===== src/rtl/spi_pkg.sv =====
// Shared definitions for the SPI target: FSM state codes and SPI mode 0 constants.
package spi_pkg;

    localparam logic [1:0] IDLE  = 2'd0;
    localparam logic [1:0] LOAD  = 2'd1;
    localparam logic [1:0] SHIFT = 2'd2;

    typedef enum logic [1:0] {
        ST_IDLE  = IDLE,
        ST_LOAD  = LOAD,
        ST_SHIFT = SHIFT
    } spi_state_e;

    // Mode 0: SCK idles low, data sampled on the leading (rising) edge.
    localparam logic SPI_CPOL  = 1'b0;
    localparam logic SPI_CPHA  = 1'b0;
    localparam logic SSN_IDLE  = 1'b1;

endpackage


===== src/rtl/spi_rx_fifo.sv =====
// Small first-word-fall-through FIFO for received SPI frames.
module spi_rx_fifo #(
    parameter int DATA_W = 8,
    parameter int DEPTH  = 4
) (
    input  logic              clk_i,
    input  logic              reset_i,
    input  logic              push_i,
    input  logic [DATA_W-1:0] push_data_i,
    input  logic              pop_i,
    output logic [DATA_W-1:0] head_o,
    output logic              valid_o,
    output logic              full_o
);

    localparam int PTR_W = $clog2(DEPTH);

    logic [DATA_W-1:0] mem_reg [DEPTH];
    logic [PTR_W-1:0]  wr_ptr_reg;
    logic [PTR_W-1:0]  rd_ptr_reg;
    logic [PTR_W:0]    count_reg;
    logic              do_pop;
    logic              do_push;

    assign valid_o = (count_reg != '0);
    assign full_o  = (count_reg == (PTR_W + 1)'(DEPTH));
    assign do_pop  = pop_i && valid_o;
    // A full FIFO still accepts a push when the head leaves in the same cycle.
    assign do_push = push_i && (!full_o || do_pop);
    assign head_o  = valid_o ? mem_reg[rd_ptr_reg] : '0;

    always_ff @(posedge clk_i) begin
        if (do_push) begin
            mem_reg[wr_ptr_reg] <= push_data_i;
        end
    end

    always_ff @(posedge clk_i or posedge reset_i) begin
        if (reset_i) begin
            wr_ptr_reg <= '0;
            rd_ptr_reg <= '0;
            count_reg  <= '0;
        end else begin
            if (do_push) begin
                wr_ptr_reg <= wr_ptr_reg + 1'b1;
            end
            if (do_pop) begin
                rd_ptr_reg <= rd_ptr_reg + 1'b1;
            end
            case ({do_push, do_pop})
                2'b10:   count_reg <= count_reg + 1'b1;
                2'b01:   count_reg <= count_reg - 1'b1;
                default: count_reg <= count_reg;
            endcase
        end
    end

endmodule


===== src/rtl/spi_target.sv =====
// SPI mode 0 target with oversampled, synchronized SCK/SSN/MOSI and valid/ready frame ports.
// Define SPI_TARGET_RX_FIFO_EN for a FIFO_DEPTH-entry receive FIFO instead of a single holding register.
module spi_target
    import spi_pkg::*;
#(
    parameter int DATA_W      = 8,
    parameter int SYNC_STAGES = 2,
    parameter int FIFO_DEPTH  = 4
) (
    input  logic              clk_i,
    input  logic              reset_i,
    input  logic              spi_sck_i,
    input  logic              spi_ssn_i,
    input  logic              spi_mosi_i,
    output logic              spi_miso_o,
    output logic              spi_miso_oe,
    output logic [DATA_W-1:0] rx_data_o,
    output logic              rx_valid_o,
    input  logic              rx_ready_i,
    input  logic [DATA_W-1:0] tx_data_i,
    input  logic              tx_valid_i,
    output logic              tx_ready_o,
    output logic              rx_ovf_o,
    output logic              tx_unf_o
);

    localparam int         CNT_W    = $clog2(DATA_W);
    localparam logic [2:0] PIN_IDLE = {SSN_IDLE, SPI_CPOL, 1'b0};

    if (DATA_W < 2 || SYNC_STAGES < 1 || FIFO_DEPTH < 2 ||
        (FIFO_DEPTH & (FIFO_DEPTH - 1)) != 0) begin : g_bad_params
        $error("spi_target: DATA_W>=2, SYNC_STAGES>=1, FIFO_DEPTH power of two >=2");
    end

    // Pins travel together through the synchronizer as {ssn, sck, mosi}.
    logic [2:0] pin_sync_reg [SYNC_STAGES];

    genvar gi;
    generate
        for (gi = 0; gi < SYNC_STAGES; gi++) begin : g_sync
            logic [2:0] stage_in;
            if (gi == 0) begin : g_head
                assign stage_in = {spi_ssn_i, spi_sck_i, spi_mosi_i};
            end else begin : g_tail
                assign stage_in = pin_sync_reg[gi-1];
            end
            always_ff @(posedge clk_i or posedge reset_i) begin
                if (reset_i) begin
                    pin_sync_reg[gi] <= PIN_IDLE;
                end else begin
                    pin_sync_reg[gi] <= stage_in;
                end
            end
        end
    endgenerate

    logic              ssn_s, sck_s, mosi_s;
    logic              sck_prev_reg, ssn_prev_reg;
    logic [1:0]        state_reg;
    logic [CNT_W-1:0]  bit_cnt_reg;
    logic [DATA_W-1:0] rx_sr_reg;
    logic [DATA_W-1:0] tx_sr_reg;
    logic              tx_unf_reg;
    logic              rx_ovf_reg;
    logic              sck_rise, sck_fall, ssn_fall;
    logic              frame_done, tx_load, store_blocked;
    logic [DATA_W-1:0] frame_data;

    assign {ssn_s, sck_s, mosi_s} = pin_sync_reg[SYNC_STAGES-1];

    assign sck_rise   = sck_s && !sck_prev_reg;
    assign sck_fall   = !sck_s && sck_prev_reg;
    assign ssn_fall   = !ssn_s && ssn_prev_reg;
    assign frame_done = (state_reg == SHIFT) && !ssn_s && sck_rise &&
                        (bit_cnt_reg == CNT_W'(DATA_W - 1));
    assign frame_data = {rx_sr_reg[DATA_W-2:0], mosi_s};
    assign tx_load    = (state_reg == LOAD) || frame_done;

    assign tx_ready_o  = tx_load && tx_valid_i;
    assign tx_unf_o    = tx_unf_reg;
    assign rx_ovf_o    = rx_ovf_reg;
    assign spi_miso_oe = (state_reg != IDLE);
    assign spi_miso_o  = (state_reg != IDLE) && tx_sr_reg[DATA_W-1];

    always_ff @(posedge clk_i or posedge reset_i) begin
        if (reset_i) begin
            sck_prev_reg <= SPI_CPOL;
            ssn_prev_reg <= SSN_IDLE;
            state_reg    <= IDLE;
            bit_cnt_reg  <= '0;
            rx_sr_reg    <= '0;
            tx_sr_reg    <= '0;
            tx_unf_reg   <= 1'b0;
        end else begin
            sck_prev_reg <= sck_s;
            ssn_prev_reg <= ssn_s;
            tx_unf_reg   <= tx_load && !tx_valid_i;

            // The falling edge right after a reload (count back at 0) must not
            // shift, or the fresh MSB would be lost before the initiator sees it.
            if (tx_load) begin
                tx_sr_reg <= tx_valid_i ? tx_data_i : '1;
            end else if (state_reg == SHIFT && sck_fall && bit_cnt_reg != '0) begin
                tx_sr_reg <= {tx_sr_reg[DATA_W-2:0], 1'b1};
            end

            case (state_reg)
                IDLE: begin
                    bit_cnt_reg <= '0;
                    if (ssn_fall) begin
                        state_reg <= LOAD;
                    end
                end
                LOAD: begin
                    state_reg <= ssn_s ? IDLE : SHIFT;
                end
                SHIFT: begin
                    if (ssn_s) begin
                        state_reg   <= IDLE;
                        bit_cnt_reg <= '0;
                    end else if (sck_rise) begin
                        rx_sr_reg   <= frame_data;
                        bit_cnt_reg <= frame_done ? '0 : bit_cnt_reg + 1'b1;
                    end
                end
                default: state_reg <= IDLE;
            endcase
        end
    end

`ifdef SPI_TARGET_RX_FIFO_EN
    logic fifo_full;

    spi_rx_fifo #(
        .DATA_W (DATA_W),
        .DEPTH  (FIFO_DEPTH)
    ) u_rx_fifo (
        .clk_i       (clk_i),
        .reset_i     (reset_i),
        .push_i      (frame_done),
        .push_data_i (frame_data),
        .pop_i       (rx_ready_i),
        .head_o      (rx_data_o),
        .valid_o     (rx_valid_o),
        .full_o      (fifo_full)
    );

    assign store_blocked = fifo_full && !rx_ready_i;
`else
    logic [DATA_W-1:0] rx_data_reg;
    logic              rx_valid_reg;

    always_ff @(posedge clk_i or posedge reset_i) begin
        if (reset_i) begin
            rx_data_reg  <= '0;
            rx_valid_reg <= 1'b0;
        end else if (frame_done && !store_blocked) begin
            rx_data_reg  <= frame_data;
            rx_valid_reg <= 1'b1;
        end else if (rx_valid_reg && rx_ready_i) begin
            rx_valid_reg <= 1'b0;
        end
    end

    assign rx_data_o     = rx_data_reg;
    assign rx_valid_o    = rx_valid_reg;
    assign store_blocked = rx_valid_reg && !rx_ready_i;
`endif

    always_ff @(posedge clk_i or posedge reset_i) begin
        if (reset_i) begin
            rx_ovf_reg <= 1'b0;
        end else begin
            rx_ovf_reg <= frame_done && store_blocked;
        end
    end

endmodule


===== config.mk =====
export PLATFORM = sky130hd
export DESIGN_NAME = spi_target
export DESIGN_NICKNAME = d
export VERILOG_FILES = /design/src/rtl/spi_pkg.sv /design/src/rtl/spi_rx_fifo.sv /design/src/rtl/spi_target.sv
export SDC_FILE = /design/constraint.sdc
export NUM_CORES = 1
export LEC_CHECK = 0
export CORE_UTILIZATION = 33
export CTS_CLUSTER_DIAMETER = 100
export DETAILED_ROUTE_END_ITERATION = 10
export GPL_TIMING_DRIVEN = 0
export PLACE_DENSITY = 0.55
export SYNTH_ARGS = -nofsm -noshare
export SYNTH_HDL_FRONTEND = slang
export SYNTH_SLANG_ARGS = --single-unit

===== constraint.sdc =====
create_clock -name clk_i -period 2 [get_ports clk_i]
set_clock_uncertainty 0.1 [all_clocks]
set_input_delay 0.3 -clock clk_i [delete_from_list [all_inputs] [get_ports clk_i]]
set_output_delay 0.3 -clock clk_i [all_outputs]
set_load 0.01 [all_outputs]

After elaboration in Yosys (flattened, before gate mapping)

Cells that the tools add are included.

Word-level logic and storage cells: 64
Bits in registers: 39

$add $sub $neg: 1
Mux-type cells: 13
Reductions and logical operators: 31
Equality and inequality tests: 6
Bitwise operators: 1

Operator list:

| kind                  | count |
|---|---|
| $mux W8               | 3 |
| $logic_and A1 B1 Y1   | 15 |
| $mux W3               | 3 |
| $reduce_bool A2 Y1    | 4 |
| $logic_not A1 Y1      | 6 |
| $mux W2               | 3 |
| $pmux W2 S3           | 1 |
| $pmux W3 S2           | 1 |
| $ne A2 B2 Y1 const B  | 2 |
| $reduce_and A2 Y1     | 2 |
| $add A3 B1 Y3 const B | 1 |
| $eq A3 B3 Y1 const B  | 1 |
| $ne A3 B3 Y1 const B  | 1 |
| $reduce_and A3 Y1     | 1 |
| $reduce_bool A3 Y1    | 1 |
| $eq A2 B1 Y1 const B  | 1 |
| $eq A2 B2 Y1 const B  | 1 |
| $logic_not A2 Y1      | 1 |
| $mux W1               | 2 |
| $logic_or A1 B1 Y1    | 1 |
| $not A1 Y1            | 1 |

Depth between registers and ports, before layout

Gate-level depths: netlist (run 1).

Word-level depth: 8
Mapped depth: 7
Depth with buffers taken out: 6

Least setup slack after synthesis (run 1)

OpenSTA, ideal clock, no wires.

Path type: reg2out
From: register bit_cnt_reg[0]
To: output port tx_ready_o
Data arrival time: 1320 ps
Stages on the path, launching flop included: 6
Path slack: 280 ps
Data required time: 1600 ps
Path buffers: 1
Cells stage by stage: dfrtp_1 > ha_1 > ha_1 > a31oi_4 > clkbuf_8 > nor2_1

Word-level cells in the longest chain between the ends: 4

RTL lines:

| element                  | line              | text |
|---|---|---|
| start: declaration       | spi_target.sv:60  | `logic [CNT_W-1:0] bit_cnt_reg;` |
| start signal: assignment | spi_target.sv:123 | `bit_cnt_reg <= frame_done ? '0 : bit_cnt_reg + 1'b1;` |
| $eq A3 B3 Y1             | spi_target.sv:75  | `(bit_cnt_reg == CNT_W'(DATA_W - 1));` |
| $logic_and A1 B1 Y1      | spi_target.sv:74  | `assign frame_done = (state_reg == SHIFT) && !ssn_s && sck_rise &&` |
| $logic_or A1 B1 Y1       | spi_target.sv:77  | `assign tx_load = (state_reg == LOAD) \|\| frame_done;` |
| $logic_and A1 B1 Y1      | spi_target.sv:79  | `assign tx_ready_o = tx_load && tx_valid_i;` |
| end: declaration         | spi_target.sv:22  | `output logic tx_ready_o,` |

Every way passes these cells.

Final worst setup path (run 1)

From: register state_reg[0]
To: output port spi_miso_oe

Word-level cells in the longest chain between the ends: 1

RTL lines:

| element                  | line              | text |
|---|---|---|
| start: declaration       | spi_target.sv:59  | `logic [1:0] state_reg;` |
| start signal: assignment | spi_target.sv:115 | `state_reg <= ssn_s ? IDLE : SHIFT;` |
| $reduce_bool A2 Y1       | spi_target.sv:82  | `assign spi_miso_oe = (state_reg != IDLE);` |
| end: declaration         | spi_target.sv:16  | `output logic spi_miso_oe,` |

Every way passes these cells.

==> results of run 1 <==
==> cell usage after synthesis (2+ instances only) <==
cell type / instances / share of area, %
dfrtp_1: 36 / 57
mux2_2: 16 / 11
a21oi_1: 7 / 2.2
mux2i_1: 7 / 4.4
nor3_1: 7 / 2.2
inv_1: 4 / 0.94
nor2_1: 4 / 0.94
dfstp_2: 3 / 5.0
ha_1: 3 / 2.4
nand2b_1: 3 / 1.2
nor2b_1: 2 / 0.79
==> per-stage QoR <==
step | TNS (ps) | hold WS (ps) | setup slack [ps] | cells
detailed placement | -317.5 | 237.3 | -317.5 | 192
global placement | -4013 | 234.9 | -271.8 | 192
finish | 0 | 246.5 | 101.0 | 205
CTS | -50.62 | 254.6 | -50.62 | 204
floorplan | 0 | 204.5 | 280.1 | 112
global route | 0 | 265.3 | 24.23 | 205
==> timing repair <==
action | 4_1_cts | 5_1_grt
resized for setup | 7 | 1
setup buffers | 4 | 2
setup endpoints to repair | 2 | 1
pin swaps | 2 | 1
==> power by group through the flow <==
stage / logic (uW) / registers [uW] / clock network [uW]
floorplan: 95.8 / 875 / 0
global placement: 150 / 882 / 0
detailed placement: 155 / 884 / 0
CTS: 160 / 868 / 569
global route: 170 / 876 / 606
finish: 152 / 868 / 532
==> area by class of cell <==
| class | count | area, sq um | share of cell area, % |
|---|---|---|---|
| buffer | 2 | 16.27 | 0.7874 |
| multi-input combinational | 65 | 575.6 | 27.86 |
| clock buffer | 7 | 86.33 | 4.179 |
| tap | 52 | 65.06 | 3.150 |
| sequential | 39 | 979.7 | 47.43 |
| timing repair buffer | 34 | 319.1 | 15.45 |
| inverter | 5 | 18.77 | 0.9085 |
| clock inverter | 1 | 5.005 | 0.2423 |
==> layout by cell type, fill, tap and decap left out, types with 2 or more instances in the layout <==
cell and instances:
dfrtp_1 36, clkdlybuf4s50_1 26, mux2_2 16, mux2i_1 7, nor3_1 7, a21oi_1 7
clkbuf_8 6, buf_4 6, nor2_1 4, inv_1 3, nand2b_1 3, dfstp_2 3
nor2b_1 2, buf_2 2
==> kinds of logic after synthesis <==
logic type | after synthesis
multiplexers | 23
adder cells (fa/ha/maj) | 3
flip-flops | 39
buffers and inverters | 8
AO/OA/AOI/OAI | 13
AND/OR/NAND/NOR | 26
==> path summary, 6_finish.rpt <==
kind / start / to / slack (ps) / cells past startpoint
worst max-delay path: state_reg[0] / spi_miso_oe / 100 / 2
worst min-delay path: g_sync[1].stage_in[1] / pin_sync_reg[1] / 250 / 0
worst max register to register: bit_cnt_reg[1] / rx_data_o[3] / 380 / 5
worst min register to register: g_sync[1].stage_in[1] / pin_sync_reg[1] / 250 / 0
max in group asynchronous: reset_i / rx_valid_o / 900 / 2
min in group asynchronous: reset_i / rx_data_o[2] / 400 / 2
==> worst reg2reg max path: cells and delay by family, from the launching register on <==
family	cells	cell delay, ps
flip-flops	1	400
multiplexers	1	360
adder cells (fa/ha/maj)	2	380
AND/OR/NAND/NOR	1	120
buffers and inverters	1	140
==> metal layers <==
layer / up-vias / share of wire [%] / global-route usage [%] / wire, microns
met5: - / 0 / 0 / 0
met4: 0 / 2.0 / 5.333 / 56
met3: 7 / 5.8 / 5.485 / 164
met2: 29 / 45 / 19.26 / 1290
met1: 479 / 47 / 16.79 / 1328
li1: 477 / - / - / -
==> reports/results.ini, run 1 <==
[status]
status = finished, violations left
violations = design-rule violations

[layout]
syn_to_final_growth_pct = 30.00
num_antenna_cells = 0
final_util_pct = 45.86
nets = 170
final_cell_area_sq_um = 2066
drive_above_1_share_pct = 28.76
n_fill_cell = 418

[timing]
min_period_over_period_pct = 94.95
rsz0062_at_grt = false
setup_viol = 0
fmax_mhz = 526.6
worst_pin_slew_ps = 807.4
drv_slew = 0
hold_viol = 0
final.min_clock_period_ps = 1899
max-slew-margin-rel_pct = 46.10

[floorplanning]
pin_count = 29
dieWidth_microns = 71.39
dieHeight_microns = 71.39
fp-row-count = 24
design.die.area_sq_um = 5097
start_util_pct = 35.28
core_area_sq_um = 4504

[worst_setup_path]
cp_max_fo = 4
start_kind = flip-flop
cpLargestDelayFamily = buffers and inverters
slowest_stage = clkdlybuf4s50_1
cp.required_ps = 1600
crit_buf_inv = 1
arrival_ps = 1500
path_cells = or2_2, clkdlybuf4s50_1
cpPeakStageDelay_ps = 480
worstSetupPathType = flip-flop to output pin
critPathCaptureType = output pin

[cts]
clk_latency_ps = 280
cts_buffers = 5
ctsHoldBuffers = 0
clk_pin_slew_ps = 70
root_buffer = clkbuf_8
clock-sinks = 39
cts_tree = yes
clock_path_buffers = 2
cts_max_level = 2

[detailed_routing]
drt_first_iter_violations = 41
via_per_inst = 4.839
ant_nets = 0
wl_per_cell_microns = 13.85
dr.pass1.iters = 7
num_vias = 992
drc = 2
routed_wl_mm = 2.839

[power_and_ir_drop]
pwr-share-comb_pct = 9.8
internal_power_uw = 1202
power_frac_seq_pct = 55.9
clkPwrFrac_pct = 34.3
switching_power_uw = 350.1
cellPowerDensity_nw_per_um2 = 751.5
power_uw = 1552
vdd_drop_max_v = 0.0003147
leakage_uw = 0.0009777
swShare_pct = 22.55

[synth]
synth_seq_cells = 39
syn_nets = 130
ys_types = 31
synth_edf_count = 0
synth.area.mux_share_pct = 15.75
synth_top_family_by_area = multiplexers
avgSynthCellArea_sq_um = 14.19
synthXorXnorAreaFrac_pct = 0
synth_compound_area_share_pct = 6.299
syn-cell-area_sq_um = 1589
seq_area_frac_synth_pct = 61.65
postSynth.asyncResetShare_pct = 100.0
synthAdderAreaFrac_pct = 2.362
syn_inst = 112
synthSimpleGateAreaFrac_pct = 10.87
synth_warnings = 0
ys.flop_type = dfrtp_1

[place]
place_area_sq_um = 1934
gp_congestion = 0.7262
portBuffers = 28
hpwl_mm = 1.933

[grt]
grt_util_all_layers_pct = 12.99
antenna_found_initial = 0
grt_pass1_vias = 1018
grt_first_pass_wirelength_mm = 4.995
grt_max_degree = 40
grt_overflow = 0

[run]
max_cap_viol_count = 0

[min_path]
hold_path_class = flip-flop to flip-flop

Note: power is estimated with default switching activity, not from simulation.
==> inputs of run 2 (changes only) <==
==> constraint.sdc (replaced) <==
create_clock -name clk_i -period 2.37 [get_ports clk_i]
set_clock_uncertainty 0.1 [all_clocks]
set_input_delay 0.3555 -clock clk_i [delete_from_list [all_inputs] [get_ports clk_i]]
set_output_delay 0.3555 -clock clk_i [all_outputs]
set_load 0.01 [all_outputs]
==> reports/results.ini, run 2 (synthesis results as in run 1) <==
[layout]
final_cell_area_sq_um = 2042  ; -1.2%
nets = 167  ; -1.8%
layout_common_cells = 36 x dfrtp_1, 27 x clkdlybuf4s50_1, 16 x mux2_2
syn_to_final_growth_pct = 28.50
drive_above_1_share_pct = 26.00  ; -2.8 points
n_fill_cell = 417  ; -0.24%
mostFrequentLayoutCell = dfrtp_1
finalNonFillerCells = 202  ; -1.5%
num_antenna_cells = 0  ; unchanged

[cts]
root_buffer = clkbuf_8
ctsHoldBuffers = 0  ; unchanged
clock-sinks = 39  ; unchanged
cts_buffers = 5  ; unchanged
cts_max_level = 2  ; unchanged
clk_latency_ps = 280  ; about the same
clock_path_buffers = 2  ; unchanged
clk_pin_slew_ps = 70  ; about the same
cts_tree = yes

[timing]
rsz0062_at_grt = false
final.min_clock_period_ps = 2233
fmax_mhz = 447.7
worst_pin_slew_ps = 809.1  ; +1.711 ps
hold_viol = 0  ; unchanged
drv_slew = 0  ; unchanged
min_period_over_period_pct = 94.24
setup_viol = 0  ; unchanged
max-slew-margin-rel_pct = 45.98  ; -0.11 points

[place]
place_area_sq_um = 1934  ; unchanged
hpwl_mm = 1.933  ; unchanged
gp_congestion = 0.7262  ; unchanged
portBuffers = 28  ; unchanged
dp_cells = 192  ; unchanged

[detailed_routing]
num_vias = 971  ; -2.1%
drt_first_iter_violations = 33  ; -20%
via_per_inst = 4.807  ; -0.66%
routed_wl_mm = 2.779  ; -2.1%
wl_met3_microns = 162  ; -1.2%
dr.max_layer_used = met4
ant_nets = 0  ; unchanged
wl_per_cell_microns = 13.76  ; -0.66%
drc = 2  ; unchanged
met2_length_mm = 1.241  ; -3.8%
dr.pass1.iters = 7  ; unchanged
wl_met1_mm = 1.319  ; -0.68%

[worst_setup_path]
cp.required_ps = 1910  ; +310 ps
worstSetupPathType = flip-flop to output pin
cp_max_fo = 10  ; +6
start_kind = flip-flop
critPathCaptureType = output pin
arrival_ps = 1780  ; +280 ps

[status]
status = finished, violations left
violations = design-rule violations

[grt]
grt_overflow = 0  ; unchanged
grt_max_degree = 40  ; unchanged
grt_util_all_layers_pct = 12.90  ; -0.091 points
grt_first_pass_wirelength_mm = 4.954  ; -0.82%
grt_pass1_vias = 1013  ; -0.49%
antenna_found_initial = 0  ; unchanged

[run]
max_cap_viol_count = 0  ; unchanged

[power_and_ir_drop]
cellPowerDensity_nw_per_um2 = 641.5  ; -15%
leakage_uw = 0.0009668  ; -1.1%
vdd_drop_max_v = 0.0002659  ; -15%

[min_path]
hold_path_class = flip-flop to flip-flop

[floorplanning]
fp-row-count = 24  ; unchanged
pin_count = 29  ; unchanged
start_util_pct = 35.28  ; unchanged
design.die.area_sq_um = 5097  ; unchanged
core_area_sq_um = 4504  ; unchanged
dieHeight_microns = 71.39  ; unchanged
dieWidth_microns = 71.39  ; unchanged

## run 2: critical path: stages (launching register included)
cell and delay, ps:
dfrtp_1 400, ha_1 200, ha_2 220, a31oi_4 180, clkbuf_8 180, nor2_1 40, dlygate4sd2_1 280
## run 2: final cells by class
type	count	area, sq um	area share (%)
Tap cell	52	65.06	3.186
Clock buffer	7	86.33	4.228
Inverter	5	18.77	0.9191
Buffer	3	30.03	1.471
Timing Repair Buffer	30	294.0	14.40
Clock inverter	1	5.005	0.2451
Sequential cell	39	979.7	47.98
Multi-Input combinational cell	65	563.0	27.57
## run 2: report_power, final
group	switching, uW	total, uW	leakage [uW]	internal (uW)
Clock	213	448	0.0000482	234
Combinational	56.7	130	0.000430	73.2
Sequential	23.9	732	0.000489	709
## run 2: what timing repair did
item | CTS | global route
setup endpoints to repair | 1 | 0
buffers inserted | 2 | 0
resized for setup | 2 | 0
## run 2: metal layers
metal	GRT usage [%]	up-vias
met5	0	-
met4	5.333	0
met3	5.485	7
met2	19.26	29
li1	-	469
met1	16.51	466
## run 2: per-stage QoR
step / hold slack [ps] / worst slack [ps] / total power, uW / util [%] / TNS (ps)
4_1_cts: 254.6 / 109.6 / 1346 / 45.33 / 0
6_report: 246.7 / 136.5 / 1310 / 45.33 / 0
3_5_place_dp: 237.3 / -2.978 / 876.9 / 42.94 / -2.978
3_3_place_gp: 234.9 / 42.71 / 870.8 / 42.94 / 0
5_1_grt: 265.3 / 33.20 / 1395 / 45.33 / 0
2_1_floorplan: 231.2 / 594.6 / 818.9 / - / 0
## run 2: worst paths after layout
| check | depth (start not counted) | slack (ps) | startpoint | to |
|---|---|---|---|---|
| min in group asynchronous | 2 | 450 | reset_i | rx_data_o[2] |
| hold reg to reg | 0 | 250 | g_sync[1].stage_in[1] | pin_sync_reg[1] |
| setup / recovery | 6 | 140 | bit_cnt_reg[1] | tx_ready_o |
| max in group asynchronous | 2 | 1210 | reset_i | rx_valid_o |
| setup reg to reg | 4 | 760 | sck_prev_reg | rx_data_o[3] |
| hold / removal | 0 | 250 | g_sync[1].stage_in[1] | pin_sync_reg[1] |
==> inputs of run 3 (changes only) <==
--- a/config.mk
+++ b/config.mk
@@ -6,10 +6,12 @@
 export NUM_CORES = 1
 export LEC_CHECK = 0
 export CORE_UTILIZATION = 33
+export CTS_BUF_LIST = sky130_fd_sc_hd__clkbuf_4
 export CTS_CLUSTER_DIAMETER = 100
 export DETAILED_ROUTE_END_ITERATION = 10
 export GPL_TIMING_DRIVEN = 0
 export PLACE_DENSITY = 0.55
+export SLEW_MARGIN = 10
 export SYNTH_ARGS = -nofsm -noshare
 export SYNTH_HDL_FRONTEND = slang
 export SYNTH_SLANG_ARGS = --single-unit
==> reports/results.ini, run 3 (synthesis results as in run 1) <==
[status]
status = finished, violations left
violations = design-rule violations

[run]
max_cap_viol_count = 0  ; unchanged

[place]
portBuffers = 28  ; unchanged
gp_congestion = 0.7262  ; unchanged
place_area_sq_um = 1934  ; unchanged
hpwl_mm = 1.933  ; unchanged
dp_cells = 192  ; unchanged

[timing]
rsz0062_at_grt = false
worst_pin_slew_ps = 808.2  ; -0.9031 ps
setup_viol = 0  ; unchanged
drv_slew = 0  ; unchanged
hold_viol = 0  ; unchanged
final.min_clock_period_ps = 2228  ; -5.940 ps
max-slew-margin-rel_pct = 46.04  ; +0.060 points
min_period_over_period_pct = 93.99  ; -0.25 points
fmax_mhz = 448.9  ; +0.27%

[detailed_routing]
routed_wl_mm = 2.797  ; +0.65%
ant_nets = 0  ; unchanged
drt_first_iter_violations = 36  ; +9.1%
via_per_inst = 4.812  ; +0.10%
dr.pass1.iters = 7  ; unchanged
num_vias = 972  ; +0.10%
wl_per_cell_microns = 13.85  ; +0.65%
drc = 2  ; unchanged

[worst_setup_path]
critPathCaptureType = output pin
arrival_ps = 1770  ; about the same
start_kind = flip-flop
worstSetupPathType = flip-flop to output pin
cp_max_fo = 10  ; unchanged
cp.required_ps = 1910  ; about the same

[grt]
grt_max_degree = 40  ; unchanged
antenna_found_initial = 0  ; unchanged
use_met3_pct = 5.485  ; unchanged
grt_util_all_layers_pct = 12.90  ; unchanged
met2_usage_pct = 19.37  ; +0.11 points
grt_first_pass_wirelength_mm = 4.954  ; unchanged
grt-busiest-layer = met2
grt_pass1_vias = 1014  ; +0.099%
grt_overflow = 0  ; unchanged
met1_usage_pct = 16.42  ; -0.092 points

[cts]
ctsHoldBuffers = 0  ; unchanged
clk_pin_slew_ps = 110  ; +40 ps
clock_path_buffers = 2  ; unchanged
clock-sinks = 39  ; unchanged
clk_latency_ps = 340  ; +60 ps
cts_buffers = 5  ; unchanged
cts_max_level = 2  ; unchanged
cts_tree = yes
root_buffer = clkbuf_4

[layout]
nets = 167  ; unchanged
drive_above_1_share_pct = 26.67  ; +0.67 points
syn_to_final_growth_pct = 27.01
mostFrequentLayoutCell = dfrtp_1
layout_common_cells = 36 x dfrtp_1, 27 x clkdlybuf4s50_1, 16 x mux2_2
final_util_pct = 44.81  ; -0.53 points
num_antenna_cells = 0  ; unchanged
final_cell_area_sq_um = 2018  ; -1.2%
finalNonFillerCells = 202  ; unchanged

[floorplanning]
pin_count = 29  ; unchanged
dieHeight_microns = 71.39  ; unchanged
dieWidth_microns = 71.39  ; unchanged
design.die.area_sq_um = 5097  ; unchanged
core_area_sq_um = 4504  ; unchanged
fp-row-count = 24  ; unchanged
start_util_pct = 35.28  ; unchanged

[power_and_ir_drop]
cellPowerDensity_nw_per_um2 = 588.7  ; -8.2%
vdd_drop_max_v = 0.0002971  ; +12%
power_uw = 1188  ; -9.3%
leakage_uw = 0.0009488  ; -1.9%

[min_path]
hold_path_class = flip-flop to flip-flop

## run 3: repair_timing
item / in CTS / in global routing
pin swaps: 2 / 0
setup endpoints to repair: 1 / 1
setup buffers: 2 / 0
gates resized for setup: 2 / 3
## run 3: critical path, stage by stage, from the launching register on
cell	delay (ps)
dfrtp_1	420
ha_2	200
ha_4	180
a31oi_4	180
buf_8	150
nor2_1	40
dlygate4sd2_1	280
## run 3: cell type report
class | instances | area [sq um]
multi-input cells | 65 | 575.6
flip-flops and latches | 39 | 979.7
clock inverters | 2 | 8.758
plain buffers | 3 | 31.28
clock buffers | 6 | 45.04
repair buffers | 30 | 294.0
well taps | 52 | 65.06
fillers | 415 | 2486
inverters | 5 | 18.77
## run 3: path summary, 6_finish.rpt
kind,from,slack [ps],end,cells past startpoint
setup / recovery,bit_cnt_reg[1],140,tx_ready_o,6
hold / removal,g_sync[1].stage_in[1],250,pin_sync_reg[1],0
setup reg to reg,sck_prev_reg,750,rx_data_o[0],4
hold reg to reg,g_sync[1].stage_in[1],250,pin_sync_reg[1],0
max in group asynchronous,reset_i,1270,rx_valid_o,2
min in group asynchronous,reset_i,390,rx_data_o[2],2
## run 3: per-stage QoR
stage | hold slack [ps] | setup WS, ps | TNS [ps]
2_1_floorplan | 231.2 | 594.6 | 0
3_3_place_gp | 234.9 | 42.71 | 0
3_5_place_dp | 237.3 | -2.978 | -2.978
4_1_cts | 263.6 | 42.81 | 0
5_1_grt | 267.3 | 18.17 | 0
6_report | 249.5 | 142.5 | 0
## run 3: power by group
group	total [uW]	switching (uW)	internal, uW	leakage [uW]
combinational	131	56.9	73.7	0.000427
sequential	732	23.9	708	0.000489
clock	326	203	123	0.0000331
## run 3: routing by layer
metal | vias to the layer above | share of wire (%) | routed length [microns]
met4 | 0 | 1.8 | 51
met1 | 469 | 48 | 1330
met5 | - | 0 | 0
li1 | 468 | - | -
met2 | 29 | 45 | 1252
met3 | 6 | 5.8 | 163
